## src/rtl/psram_cmd_ctrl_if.sv

```systemverilog
// Command-side and RAM-side bus bundle for psram_cmd_ctrl.
// The slave modport is the controller; the master modport is the upstream
// command source together with the external RAM.
interface psram_cmd_ctrl_if #(
    parameter int ADDR_W = 25,
    parameter int DATA_W = 16
);
    // Command side
    logic              io_cmd_valid;
    logic [1:0]        io_cmd;
    logic [ADDR_W-1:0] io_addr;
    logic [DATA_W-1:0] io_wdata;
    logic              mem_cmd_done;
    logic [DATA_W-1:0] mem_rdata;
    logic              mem_rdata_valid;

    // External asynchronous RAM side
    logic [ADDR_W-1:0] ram_addr;
    logic [DATA_W-1:0] ram_dq_out;
    logic              ram_dq_oe;
    logic [DATA_W-1:0] ram_dq_in;
    logic              ram_ce_n;
    logic              ram_oe_n;
    logic              ram_we_n;
    logic              ram_ub_n;
    logic              ram_lb_n;

    modport slave (
        input  io_cmd_valid, io_cmd, io_addr, io_wdata, ram_dq_in,
        output mem_cmd_done, mem_rdata, mem_rdata_valid,
        output ram_addr, ram_dq_out, ram_dq_oe,
        output ram_ce_n, ram_oe_n, ram_we_n, ram_ub_n, ram_lb_n
    );

    modport master (
        output io_cmd_valid, io_cmd, io_addr, io_wdata, ram_dq_in,
        input  mem_cmd_done, mem_rdata, mem_rdata_valid,
        input  ram_addr, ram_dq_out, ram_dq_oe,
        input  ram_ce_n, ram_oe_n, ram_we_n, ram_ub_n, ram_lb_n
    );
endinterface

```

## src/rtl/psram_cmd_ctrl.sv

```systemverilog
// Single-command executor for an asynchronous SRAM/PSRAM 16-bit bus.
// Sequence per access: SETUP (1) -> ACCESS (N) -> HOLD (1) -> RECOVER (TURN).
// No-op skips the bus and only spends max(TURN_CYCLES,1) cycles in RECOVER.
module psram_cmd_ctrl #(
    parameter int ADDR_W      = 25,
    parameter int DATA_W      = 16,
    parameter int WR_CYCLES   = 4,
    parameter int RD_CYCLES   = 4,
    parameter int TURN_CYCLES = 1
) (
    input logic                clk,
    input logic                rst_n,
    psram_cmd_ctrl_if.slave    bus
);

    // One shared down-counter serves ACCESS and RECOVER, so it is sized for the
    // longest of the two phases.
    localparam int ACC_MAX = (WR_CYCLES > RD_CYCLES) ? WR_CYCLES : RD_CYCLES;
    localparam int CNT_MAX = (ACC_MAX > TURN_CYCLES) ? ACC_MAX : TURN_CYCLES;
    localparam int CNT_W   = $clog2(CNT_MAX + 1);

    localparam logic [CNT_W-1:0] WR_LOAD  = CNT_W'(WR_CYCLES - 1);
    localparam logic [CNT_W-1:0] RD_LOAD  = CNT_W'(RD_CYCLES - 1);
    // Same value covers both post-HOLD recovery and the no-op's max(TURN,1) wait.
    localparam logic [CNT_W-1:0] REC_LOAD = CNT_W'((TURN_CYCLES > 1) ? TURN_CYCLES - 1 : 0);

    typedef enum logic [2:0] {IDLE, SETUP, ACCESS, HOLD, RECOVER} stateT;
    typedef enum logic [1:0] {CMD_CLEAR, CMD_WRITE, CMD_READ, CMD_NOP} cmdT;

    stateT             stateQ, stateD;
    cmdT               cmdQ;
    logic [CNT_W-1:0]  cntQ;
    logic [ADDR_W-1:0] addrQ;
    logic [DATA_W-1:0] wdataQ;
    logic [DATA_W-1:0] capQ;
    logic [DATA_W-1:0] rdataQ;
    logic              rdataValidQ;
    logic              isWr;
    logic              doneD, ceN, oeN, weN, byteN, dqOe;

    assign isWr = (cmdQ == CMD_WRITE) || (cmdQ == CMD_CLEAR);

    // State register.
    always_ff @(posedge clk or negedge rst_n) begin
        // NOTE: sequential state uses non-blocking assignments so every flop samples pre-edge values.
        if (!rst_n) stateQ <= IDLE;
        else        stateQ <= stateD;
    end

    // Next-state decision.
    always_comb begin
        stateD = stateQ;
        case (stateQ)
            IDLE:    if (bus.io_cmd_valid) stateD = (bus.io_cmd == CMD_NOP) ? RECOVER : SETUP;
            SETUP:   stateD = ACCESS;
            ACCESS:  if (cntQ == '0) stateD = HOLD;
            HOLD:    stateD = (TURN_CYCLES == 0) ? IDLE : RECOVER;
            RECOVER: if (cntQ == '0) stateD = IDLE;
            default: stateD = IDLE;
        endcase
    end

    // Command latch, phase counter, read capture and completion data.
    always_ff @(posedge clk or negedge rst_n) begin
        if (!rst_n) begin
            cmdQ        <= CMD_NOP;
            cntQ        <= '0;
            addrQ       <= '0;
            wdataQ      <= '0;
            capQ        <= '0;
            rdataQ      <= '0;
            rdataValidQ <= 1'b0;
        end else begin
            rdataValidQ <= 1'b0;
            case (stateQ)
                IDLE: begin
                    if (bus.io_cmd_valid) begin
                        cmdQ <= cmdT'(bus.io_cmd);
                        cntQ <= REC_LOAD;
                        // A no-op leaves the bus exactly as it was.
                        if (bus.io_cmd != CMD_NOP) addrQ <= bus.io_addr;
                        if (bus.io_cmd == CMD_WRITE) wdataQ <= bus.io_wdata;
                        if (bus.io_cmd == CMD_CLEAR) wdataQ <= '0;
                    end
                end
                SETUP: cntQ <= (cmdQ == CMD_READ) ? RD_LOAD : WR_LOAD;
                ACCESS: begin
                    if (cntQ != '0) cntQ <= cntQ - CNT_W'(1);
                    else if (cmdQ == CMD_READ) capQ <= bus.ram_dq_in;
                end
                HOLD: begin
                    cntQ <= REC_LOAD;
                    if (TURN_CYCLES == 0 && cmdQ == CMD_READ) begin
                        rdataQ      <= capQ;
                        rdataValidQ <= 1'b1;
                    end
                end
                RECOVER: begin
                    if (cntQ != '0) cntQ <= cntQ - CNT_W'(1);
                    else if (cmdQ == CMD_READ) begin
                        rdataQ      <= capQ;
                        rdataValidQ <= 1'b1;
                    end
                end
                default: begin
                    cntQ   <= '0;
                    addrQ  <= '0;
                    wdataQ <= '0;
                end
            endcase
        end
    end

    // Bus strobes and done flag decoded from the current phase.
    always_comb begin
        // NOTE: defaults come first so every path assigns every output and no latch is inferred.
        doneD = 1'b1;
        ceN   = 1'b1;
        oeN   = 1'b1;
        weN   = 1'b1;
        byteN = 1'b1;
        dqOe  = 1'b0;
        case (stateQ)
            SETUP, HOLD: begin
                doneD = 1'b0;
                ceN   = 1'b0;
                byteN = 1'b0;
                dqOe  = isWr;
            end
            ACCESS: begin
                doneD = 1'b0;
                ceN   = 1'b0;
                byteN = 1'b0;
                dqOe  = isWr;
                weN   = !isWr;
                oeN   = isWr;
            end
            RECOVER: doneD = 1'b0;
            default: ;
        endcase
    end

    assign bus.mem_cmd_done    = doneD;
    assign bus.mem_rdata       = rdataQ;
    assign bus.mem_rdata_valid = rdataValidQ;
    assign bus.ram_addr        = addrQ;
    assign bus.ram_dq_out      = wdataQ;
    assign bus.ram_dq_oe       = dqOe;
    assign bus.ram_ce_n        = ceN;
    assign bus.ram_oe_n        = oeN;
    assign bus.ram_we_n        = weN;
    assign bus.ram_ub_n        = byteN;
    assign bus.ram_lb_n        = byteN;

endmodule

```

## src/flat_wrapper.sv

```systemverilog
// flat-port wrapper written by rule: the top's interface ports become plain ports
module psram_cmd_ctrl_flat 
#(
    parameter int ADDR_W      = 25,
    parameter int DATA_W      = 16,
    parameter int WR_CYCLES   = 4,
    parameter int RD_CYCLES   = 4,
    parameter int TURN_CYCLES = 1
)
  (clk, rst_n, bus_io_cmd_valid, bus_io_cmd, bus_io_addr, bus_io_wdata, bus_ram_dq_in, bus_mem_cmd_done, bus_mem_rdata, bus_mem_rdata_valid, bus_ram_addr, bus_ram_dq_out, bus_ram_dq_oe, bus_ram_ce_n, bus_ram_oe_n, bus_ram_we_n, bus_ram_ub_n, bus_ram_lb_n);
  psram_cmd_ctrl_if #(.ADDR_W(ADDR_W), .DATA_W(DATA_W)) bus_i ();
  input logic clk;
  input logic rst_n;
  input wire logic [$bits(bus_i.io_cmd_valid)-1:0] bus_io_cmd_valid;
  input wire logic [$bits(bus_i.io_cmd)-1:0] bus_io_cmd;
  input wire logic [$bits(bus_i.io_addr)-1:0] bus_io_addr;
  input wire logic [$bits(bus_i.io_wdata)-1:0] bus_io_wdata;
  input wire logic [$bits(bus_i.ram_dq_in)-1:0] bus_ram_dq_in;
  output wire logic [$bits(bus_i.mem_cmd_done)-1:0] bus_mem_cmd_done;
  output wire logic [$bits(bus_i.mem_rdata)-1:0] bus_mem_rdata;
  output wire logic [$bits(bus_i.mem_rdata_valid)-1:0] bus_mem_rdata_valid;
  output wire logic [$bits(bus_i.ram_addr)-1:0] bus_ram_addr;
  output wire logic [$bits(bus_i.ram_dq_out)-1:0] bus_ram_dq_out;
  output wire logic [$bits(bus_i.ram_dq_oe)-1:0] bus_ram_dq_oe;
  output wire logic [$bits(bus_i.ram_ce_n)-1:0] bus_ram_ce_n;
  output wire logic [$bits(bus_i.ram_oe_n)-1:0] bus_ram_oe_n;
  output wire logic [$bits(bus_i.ram_we_n)-1:0] bus_ram_we_n;
  output wire logic [$bits(bus_i.ram_ub_n)-1:0] bus_ram_ub_n;
  output wire logic [$bits(bus_i.ram_lb_n)-1:0] bus_ram_lb_n;
  assign bus_i.io_cmd_valid = bus_io_cmd_valid;
  assign bus_i.io_cmd = bus_io_cmd;
  assign bus_i.io_addr = bus_io_addr;
  assign bus_i.io_wdata = bus_io_wdata;
  assign bus_i.ram_dq_in = bus_ram_dq_in;
  assign bus_mem_cmd_done = bus_i.mem_cmd_done;
  assign bus_mem_rdata = bus_i.mem_rdata;
  assign bus_mem_rdata_valid = bus_i.mem_rdata_valid;
  assign bus_ram_addr = bus_i.ram_addr;
  assign bus_ram_dq_out = bus_i.ram_dq_out;
  assign bus_ram_dq_oe = bus_i.ram_dq_oe;
  assign bus_ram_ce_n = bus_i.ram_ce_n;
  assign bus_ram_oe_n = bus_i.ram_oe_n;
  assign bus_ram_we_n = bus_i.ram_we_n;
  assign bus_ram_ub_n = bus_i.ram_ub_n;
  assign bus_ram_lb_n = bus_i.ram_lb_n;
  psram_cmd_ctrl #(.ADDR_W(ADDR_W), .DATA_W(DATA_W), .WR_CYCLES(WR_CYCLES), .RD_CYCLES(RD_CYCLES), .TURN_CYCLES(TURN_CYCLES)) u_core (.clk(clk), .rst_n(rst_n), .bus(bus_i));
endmodule
```

## config.mk

```make
export PLATFORM = sky130hd
export DESIGN_NAME = psram_cmd_ctrl_flat
export DESIGN_NICKNAME = d
export VERILOG_FILES = /design/src/rtl/psram_cmd_ctrl_if.sv /design/src/rtl/psram_cmd_ctrl.sv /design/src/flat_wrapper.sv
export SDC_FILE = /design/constraint.sdc
export NUM_CORES = 1
export LEC_CHECK = 0
export CORE_UTILIZATION = 44
export DETAILED_ROUTE_END_ITERATION = 8
export PLACE_DENSITY = 0.91
export SYNTH_ARGS = -nofsm -noshare
export SYNTH_HDL_FRONTEND = slang
export SYNTH_SLANG_ARGS = --single-unit
```

## constraint.sdc

```tcl
create_clock -name clk -period 2.6 [get_ports clk]
set_clock_uncertainty 0.1 [all_clocks]
set_input_delay 0.52 -clock clk [delete_from_list [all_inputs] [get_ports clk]]
set_output_delay 0.52 -clock clk [all_outputs]
set_load 0.01 [all_outputs]
```

==> results of run 1 <==
cell families (layout without fill, tap and decap cells):
kind of cell / after synthesis / count (layout) / share of synthesized area [%]
mux: 34 / 34 / 11.4
simple gates: 75 / 75 / 10.3
buf+inv: 23 / 157 / 3.80
flops: 82 / 82 / 61.2
compound gates: 56 / 56 / 10.9
xor+xnor: 5 / 5 / 1.30
fa+ha+maj: 3 / 3 / 1.04
placed cells by master, fill, tap and decap left out, types with 2 or more instances in the layout:
cell type / synthesis / routed
xor2_1: 3 / 3
clkinvlp_4: 0 / 2
mux2_2: 34 / 34
nand2_1: 53 / 53
nand2b_1: 2 / 2
o21ai_0: 22 / 22
dfrtp_1: 80 / 80
o21ai_1: 5 / 4
nor2_1: 6 / 6
buf_4: 2 / 10
inv_1: 4 / 4
inv_6: 0 / 3
xnor2_1: 2 / 2
buf_12: 0 / 2
clkdlybuf4s50_1: 0 / 125
nor3_1: 3 / 3
nor4_1: 2 / 2
a22o_1: 16 / 16
nand3_2: 2 / 2
o31ai_1: 2 / 2
clkbuf_8: 0 / 9
a21oi_1: 4 / 4
dfstp_2: 2 / 2
ha_1: 2 / 2
metrics by stage:
stage / utilization [%] / worst slack [ps] / std cells / cell area [um^2] / power [mW]
after floorplan: - / 646 / 278 / 3360 / 3.48
after global placement: 64.7 / 321 / 495 / 4750 / 4.73
after detailed placement: 64.7 / 283 / 495 / 4750 / 4.86
after CTS: 67.2 / 168 / 511 / 4920 / 5.73
after global routing: 67.2 / 90.3 / 511 / 4920 / 6.07
final: 67.2 / 207 / 511 / 4920 / 5.66
power by group:
part           internal, mW  switching [mW]  total [mW]
Combinational          1.49            1.12        2.61
Sequential             1.88           0.330        2.21
Clock                 0.359           0.481       0.840
synth_stat cells, types with 2 or more instances:
cell and count:
a22o_1 16, a21oi_1 4, ha_1 2, nor4_1 2, nand3_2 2, o21ai_0 22
dfstp_2 2, o21ai_1 5, nand2_1 53, clkbuf_1 4, xor2_1 3, clkbuf_2 2
xnor2_1 2, buf_4 2, buf_2 7, buf_6 3, dfrtp_1 80, o31ai_1 2
nand2b_1 2, mux2_2 34, nor2_1 6, inv_1 4, nor3_1 3
worst reg2reg max path, stage by stage, from the launching register on:
cell,delay [ps]
dfrtp_1,410
inv_1,90
ha_1,160
nand2b_1,120
nor3b_1,420
nand3_2,130
buf_4,230
mux2_2,300
layout make-up:
cell class	count	area [um^2]
Timing Repair Buffer	137	1370
Inverter	4	15.0
Tap cell	99	124
Fill cell	535	2410
Sequential cell	82	2050
Clock buffer	10	128
Multi-Input combinational cell	173	1190
Clock inverter	6	50.0
sequential cells by signal, summed over array words and instances (netlist names):
signal / flops
u_core.stateQ: 3
u_core.bus.ram_addr: 25
u_core.cmdQ: 2
u_core.bus.mem_rdata: 16
u_core.bus.ram_dq_out: 16
u_core.bus.mem_rdata_valid: 1
u_core.capQ: 16
u_core.cntQ: 3
routing by layer:
layer	global-route usage [%]	wire length [um]
met5	0	0
met2	36.4	3900
met3	7.02	667
met4	7.22	92
met1	23.1	3190
worst paths after layout:
check	from	to	depth (start not counted)
max reg2reg	u_core.cntQ[1]$_DFFE_PN0P_	u_core.capQ[11]$_DFFE_PN0P_	7
min in group clk	u_core.capQ[7]$_DFFE_PN0P_	u_core.bus.mem_rdata[7]$_DFFE_PN0P_	1
max	u_core.stateQ[2]$_DFFE_PN0P_	bus_ram_oe_n	4
min reg2reg	u_core.capQ[7]$_DFFE_PN0P_	u_core.bus.mem_rdata[7]$_DFFE_PN0P_	1
max in group asynchronous	rst_n	u_core.cmdQ[1]$_DFFE_PN1P_	2
min	rst_n	u_core.capQ[2]$_DFFE_PN0P_	1
==> run_results.csv, run 1 <==
group,metric,value,unit
power,powerDensity,1150,nW/um^2
power,ir_drop,0.000759,V
timing,finalHoldViolCount,0,
clock_tree,post_cts_resized,0,
floorplanning,die_x,89.3,um
timing,rsz0062_at_grt,"no",
timing,holdWs,15.7,ps
placement,routabilityCongestion,0.793,
worst_setup_path,r2r_slack,540,ps
yosys,synth_largest_area_cell,"dfrtp_1",
global_route,gr-usage-all-layers,20.6,%
clock_tree,clockBufferDepth,2,
global_route,antenna_found_initial,0,
floorplanning,std_cell_rows,31,
yosys,synth_ff_type,"dfrtp_1",
global_route,gr-total-overflow,0,
routing,drt_wl_total,7850,um
yosys,avgSynthCellArea,12.1,um^2
clock_tree,root_buffer,"clkbuf_8",
worst_setup_path,required,1980,ps
timing,min_period,2390,ps
yosys,netlist_instances,278,
yosys,synth-seq-area-share,61.2,%
routing,drc_errors,0,
floorplanning,ios,127,
clock_tree,ctsHtreeMaxLevel,3,
yosys,yosysTopAreaCellShare,59.6,%
clock_tree,tritoncts,"yes",
floorplanning,dieHeight,89.3,um
routing,drtIter0Drc,69,
routing,drt-pass1-iter-count,4,
final_layout,diodes,0,
clock_tree,ctsHoldBuffers,0,
clock_tree,clk_pin_slew,90,ps
floorplanning,design.die.area,7980,um^2
global_route,grt_max_degree,51,
global_route,grt_pass1_wl,12400,um
worst_setup_path,cp_max_fo,17,
clock_tree,cts_setup_buffers,0,
yosys,ys_top_cells_by_area,"dfrtp_1, mux2_2, nand2_1",
yosys,netlist_area,3360,um^2
yosys,ys_seq_elements,82,
outcome,outcome,"complete, no violations",
routing,via_per_inst,5.09,
clock_tree,clkSinkCount,82,
final_layout,area.growth.synth_to_final,46.7,%
floorplanning,core_area,7330,um^2
min_path,hold_path_class,"in2async",
worst_setup_path,crit_path_end_kind,"output pin",
routing,routedWlPerCell,15.4,um
worst_setup_path,crit_type,"reg2out",
power,leakage,2.15,nW
timing,finalMaxSlewViolations,0,
worst_setup_path,crit_buf_inv,2,
yosys,yosys_warnings,0,
timing,maxSlewHeadroom,59.8,%
routing,antenna_left,0,
worst_setup_path,critical_path.startpoint_type,"flip-flop",
final_layout,drive_gt1_share,17.0,%
worst_setup_path,path_cells,"buf_4, nor2_1, nand3_1, clkdlybuf4s50_1",
timing,setup_viol,0,
yosys,synth-edff-count,0,
clock_tree,clk_latency,340,ps
global_route,grt_pass1_vias,2685,
yosys,syn_nets,342,
final_layout,nets,471,
yosys,ys_types,39,
flow_run,max_cap_violations,0,
timing,min_period_over_period,92.1,%
yosys,async_reset_ff_share,100,%
worst_setup_path,critical-path-max-stage-delay,500,ps
timing,finalSetupTns,0,ps
worst_setup_path,crit_family,"buffers and inverters",
timing,max_freq,0.418,GHz
clock_tree,cts_buffers,9,
routing,via_count,2603,
timing,worst_pin_slew,603,ps
worst_setup_path,arrival,1770,ps
worst_setup_path,crit_path_top_delay_cell,"clkdlybuf4s50_1",
placement,port_buffers,126,
floorplanning,start_util,45.8,%
placement,hpwl,5660,um
No activity file was read; power rests on OpenSTA's default activity.
==> run 2, diff against run 1 <==
--- a/config.mk
+++ b/config.mk
@@ -7,6 +7,7 @@
 export LEC_CHECK = 0
 export CORE_UTILIZATION = 44
 export DETAILED_ROUTE_END_ITERATION = 8
+export HOLD_SLACK_MARGIN = 0.03
 export PLACE_DENSITY = 0.91
 export SYNTH_ARGS = -nofsm -noshare
 export SYNTH_HDL_FRONTEND = slang
==> run_results.csv, run 2 (same netlist as run 1, synthesis figures left out) <==
group,metric,value,unit
timing,finalSetupTns,0,ps
final_layout,regArea,2050,um^2
power,p_total,5.67,mW
clock_tree,cts_setup_buffers,0,
worst_setup_path,required,1980,ps
final_layout,diodes,0,
final_layout,drive_gt1_share,16.9,%
clock_tree,tritoncts,"yes",
final_layout,area.growth.synth_to_final,47.0,%
global_route,grt_pass1_vias,2685,
global_route,gr-total-overflow,0,
routing,drt_wl_total,7850,um
floorplanning,dieHeight,89.3,um
final_layout,multiInputGateArea,1190,um^2
floorplanning,std_cell_rows,31,
global_route,gr-usage-all-layers,20.6,%
final_layout,final_common_cell,"clkdlybuf4s50_1",
clock_tree,ctsHoldBuffers,1,
timing,max_freq,0.418,GHz
clock_tree,clockBufferDepth,2,
timing,maxSlewHeadroom,59.8,%
floorplanning,core_area,7330,um^2
final_layout,largest_reg_flops,25,
final_layout,most-common-layout-cells,"clkdlybuf4s50_1, dfrtp_1, nand2_1, mux2_2, o21ai_0",
clock_tree,root_buffer,"clkbuf_8",
global_route,grt_pass1_wl,12400,um
routing,drtIter0Drc,76,
worst_setup_path,critical_path.startpoint_type,"flip-flop",
placement,port_buffers,126,
outcome,outcome,"complete, no violations",
timing,min_period,2390,ps
clock_tree,ctsHtreeMaxLevel,3,
clock_tree,clkSinkCount,82,
floorplanning,ios,127,
timing,worst_pin_slew,603,ps
floorplanning,design.die.area,7980,um^2
worst_setup_path,cp_max_fo,17,
routing,via_count,2604,
worst_setup_path,crit_type,"reg2out",
flow_run,max_cap_violations,0,
power,powerDensity,1150,nW/um^2
routing,routedWlPerCell,15.3,um
routing,drt-pass1-iter-count,4,
clock_tree,cts_buffers,9,
floorplanning,die_x,89.3,um
global_route,grt_max_degree,51,
routing,drc_errors,0,
worst_setup_path,crit_path_end_kind,"output pin",
clock_tree,clk_latency,340,ps
clock_tree,clk_pin_slew,80,ps
timing,finalHoldViolCount,0,
worst_setup_path,arrival,1770,ps
timing,setup_viol,0,
global_route,antenna_found_initial,0,
timing,min_period_over_period,92.0,%
timing,finalMaxSlewViolations,0,
power,ir_drop,0.000759,V
final_layout,nets,472,
power,leakage,2.15,nW
min_path,hold_path_class,"reg2reg",
placement,routabilityCongestion,0.793,
routing,via_per_inst,5.09,
clock_tree,post_cts_resized,0,
floorplanning,start_util,45.8,%
timing,rsz0062_at_grt,"no",
placement,hpwl,5660,um
final_layout,nFillCells,532,
timing,holdWs,407,ps
routing,antenna_left,0,
run 2: report_power, final:
part | total [mW] | internal (mW) | switching [mW]
logic | 2.61 | 1.49 | 1.12
clock network | 0.840 | 0.359 | 0.481
registers | 2.21 | 1.88 | 0.330
run 2: final timing paths:
kind                                                        to                    startpoint  cells past startpoint  slack (ps)
setup / recovery                                  bus_ram_oe_n  u_core.stateQ[2]$_DFFE_PN0P_                      4         210
hold / removal             u_core.bus.mem_rdata[7]$_DFFE_PN0P_    u_core.capQ[7]$_DFFE_PN0P_                      1         410
setup reg to reg                   u_core.capQ[11]$_DFFE_PN0P_    u_core.cntQ[1]$_DFFE_PN0P_                      7         540
hold reg to reg            u_core.bus.mem_rdata[7]$_DFFE_PN0P_    u_core.capQ[7]$_DFFE_PN0P_                      1         410
max in group asynchronous           u_core.cmdQ[1]$_DFFE_PN1P_                         rst_n                      3        1170
min in group asynchronous           u_core.capQ[2]$_DFFE_PN0P_                         rst_n                      2         560
run 2: through the flow:
stage | utilization, % | std cells | worst slack (ps) | area (um^2)
floorplan | - | 278 | 646 | 3360
global placement | 64.7 | 495 | 321 | 4750
detailed placement | 64.7 | 495 | 283 | 4750
CTS | 67.3 | 512 | 168 | 4930
global route | 67.3 | 512 | 90.3 | 4930
finish | 67.3 | 512 | 209 | 4930
run 2: critical path, stage by stage (launching register included):
cell and delay, ps:
dfrtp_1 380, buf_4 200, nor2_1 240, nand3_1 110, clkdlybuf4s50_1 500
run 2: layout make-up:
class | count | area share [%]
Inverter | 4 | 0.304
Timing Repair Buffer | 138 | 27.9
Clock buffer | 10 | 2.59
Tap cell | 99 | 2.51
Multi-Input combinational cell | 173 | 24.0
Sequential cell | 82 | 41.6
Clock inverter | 6 | 1.01
run 2: per-layer routing:
metal | wire length, um | GRT usage [%] | vias up
met5 | 0 | 0 | -
met4 | 92 | 7.22 | 0
met3 | 667 | 7.02 | 10
met2 | 3900 | 36.4 | 105
met1 | 3190 | 23.1 | 1276
li1 | - | - | 1213
==> run 3, diff against run 2 <==
--- a/config.mk
+++ b/config.mk
@@ -7,6 +7,7 @@
 export LEC_CHECK = 0
 export CORE_UTILIZATION = 44
 export DETAILED_ROUTE_END_ITERATION = 8
+export GPL_TIMING_DRIVEN = 0
 export HOLD_SLACK_MARGIN = 0.03
 export PLACE_DENSITY = 0.91
 export SYNTH_ARGS = -nofsm -noshare
==> run_results.csv, run 3 (same netlist as run 1, synthesis figures left out) <==
group,metric,value,unit
outcome,outcome,"complete, no violations",
clock_tree,clkSinkCount,82,
worst_setup_path,arrival,1850,ps
power,swShare,34.1,%
global_route,grt_use_met1,23.7,%
routing,via_per_inst,5.00,
worst_setup_path,rr_endpoint,"u_core.bus.mem_rdata[0]$_DFFE_PN0P_",
global_route,antenna_found_initial,0,
worst_setup_path,critical_path.startpoint_type,"flip-flop",
global_route,gr-max-usage-layer,"met2",
power,seqPwrFrac,38.7,%
clock_tree,clk_pin_slew,90,ps
placement,dp.cells,504,
global_route,grt_max_degree,48,
worst_setup_path,crit_path_end_kind,"output pin",
placement,hpwl,5910,um
final_layout,fin_cells,521,
timing,finalHoldViolCount,0,
global_route,gr-usage-all-layers,20.7,%
power,ir_drop,0.000700,V
worst_setup_path,required,1980,ps
worst_setup_path,crit_start,"u_core.stateQ[0]$_DFFE_PN0P_",
clock_tree,ctsHtreeMaxLevel,3,
clock_tree,tritoncts,"yes",
min_path,hold_path_class,"reg2reg",
global_route,grt_pass1_wl,12300,um
floorplanning,die_x,89.3,um
final_layout,fin_util,67.8,%
global_route,met2_usage,35.5,%
flow_run,max_cap_violations,0,
timing,max_freq,0.404,GHz
timing,min_period,2470,ps
global_route,grtUsageMet3,7.57,%
floorplanning,ios,127,
worst_setup_path,r2r_slack,380,ps
timing,layout_setup_ws,126,ps
final_layout,drive_gt1_share,18.2,%
routing,antenna_left,0,
routing,drtIter0Drc,78,
final_layout,most-common-layout-cells,"clkdlybuf4s50_1, dfrtp_1, nand2_1, mux2_2, o21ai_0",
placement,placed_area,4770,um^2
timing,rsz0062_at_grt,"no",
timing,worst_pin_slew,631,ps
final_layout,final_common_cell,"clkdlybuf4s50_1",
floorplanning,std_cell_rows,31,
power,leakage,2.20,nW
timing,finalMaxSlewViolations,0,
worst_setup_path,path_cells,"clkbuf_2, nor2_1, nand3b_1, clkdlybuf4s50_1",
placement,port_buffers,126,
clock_tree,clockBufferDepth,2,
routing,drt_wl_total,7980,um
clock_tree,cts_setup_buffers,0,
power,powerDensity,1150,nW/um^2
final_layout,largest_reg_flops,25,
worst_setup_path,cp_max_fo,10,
power,p_int,3.75,mW
worst_setup_path,r2r-start,"u_core.cntQ[1]$_DFFE_PN0P_",
routing,via_count,2607,
timing,holdWs,410,ps
worst_setup_path,critPathCapture,"bus_ram_we_n",
power,p_sw,1.94,mW
placement,post-place-ws,-1.55,ps
floorplanning,start_util,45.8,%
placement,routabilityCongestion,0.823,
worst_setup_path,critical-path-max-stage-delay,520,ps
floorplanning,design.die.area,7980,um^2
final_layout,area.growth.synth_to_final,48.2,%
timing,setup_viol,0,
routing,routedWlPerCell,15.3,um
power,power_frac_clock,14.5,%
worst_setup_path,crit_type,"reg2out",
final_layout,diodes,0,
floorplanning,dieHeight,89.3,um
worst_setup_path,r2r_cells,7,
final_layout,fin_area,4970,um^2
clock_tree,root_buffer,"clkbuf_8",
timing,min_period_over_period,95.1,%
global_route,gr-total-overflow,0,
floorplanning,core_area,7330,um^2
worst_setup_path,crit_path_top_delay_cell,"clkdlybuf4s50_1",
routing,drc_errors,0,
power,comb_power_share,46.8,%
global_route,grt_pass1_vias,2657,
final_layout,nets,481,
clock_tree,clk_latency,340,ps
timing,maxSlewHeadroom,57.7,%
clock_tree,cts_buffers,9,
routing,drt-pass1-iter-count,4,
## run 3: changes by cell type in the layout (fill, tap and decap cells not counted), sizes merged
cell,before,now
clkdlybuf4s50,125,122
clkinvlp,2,3
dlymetal6s2s,0,2
clkbuf,10,17
buf,12,14
dlygate4sd2,0,1
inv,7,6
## run 3: cell type report
| class | count | area [um^2] |
|---|---|---|
| Buffer | 19 | 119 |
| Clock buffer | 10 | 128 |
| Clock inverter | 6 | 48.8 |
| Fill cell | 516 | 2360 |
| Inverter | 4 | 15.0 |
| Multi-Input combinational cell | 173 | 1180 |
| Sequential cell | 82 | 2050 |
| Tap cell | 99 | 124 |
| Timing Repair Buffer | 128 | 1300 |
## run 3: per-layer routing
metal	vias to the layer above	share of wire [%]
li1	1239	-
met1	1253	40
met2	104	49
met3	11	9.1
met4	0	1.5
met5	-	0
## run 3: critical path: cells and delay by family, from the launching register on
| family | cells | cell delay [ps] |
|---|---|---|
| simple gates | 2 | 330 |
| flops | 1 | 430 |
| buf+inv | 2 | 740 |
## run 3: repair_timing
| action | 4_1_cts | 5_1_grt |
|---|---|---|
| hold endpoints to repair | 24 | 0 |
| resized for setup | 5 | 6 |
| setup endpoints to repair | 4 | 4 |
| hold buffers | 1 | 0 |
## run 3: power by group through the flow
stage	clock network, mW	registers [mW]	logic, mW
finish	0.828	2.20	2.66
global route	0.903	2.27	2.92
CTS	0.858	2.20	2.69
detailed placement	0	2.22	2.66
global placement	0	2.18	2.57
floorplan	0	2.36	1.12
## run 3: worst min path at each step
stage,cells after the start,to,slack [ps],startpoint
final,1,u_core.capQ[1]$_DFFE_PN0P_,410,u_core.capQ[1]$_DFFE_PN0P_
after global routing,1,u_core.capQ[10]$_DFFE_PN0P_,420,u_core.capQ[10]$_DFFE_PN0P_
after CTS,1,u_core.bus.mem_rdata[15]$_DFFE_PN0P_,410,u_core.capQ[15]$_DFFE_PN0P_
after detailed placement,1,u_core.bus.mem_rdata[15]$_DFFE_PN0P_,390,u_core.capQ[15]$_DFFE_PN0P_
after global placement,1,u_core.bus.mem_rdata[0]$_DFFE_PN0P_,380,u_core.capQ[0]$_DFFE_PN0P_
after floorplan,0,u_core.bus.mem_rdata[0]$_DFFE_PN0P_,120,rst_n
## run 3: per-stage QoR
stage,TNS (ps),power (mW)
after global routing,0,6.09
after floorplan,0,3.48
after global placement,-150690,4.75
after detailed placement,-2.09,4.89
final,0,5.70
after CTS,0,5.75
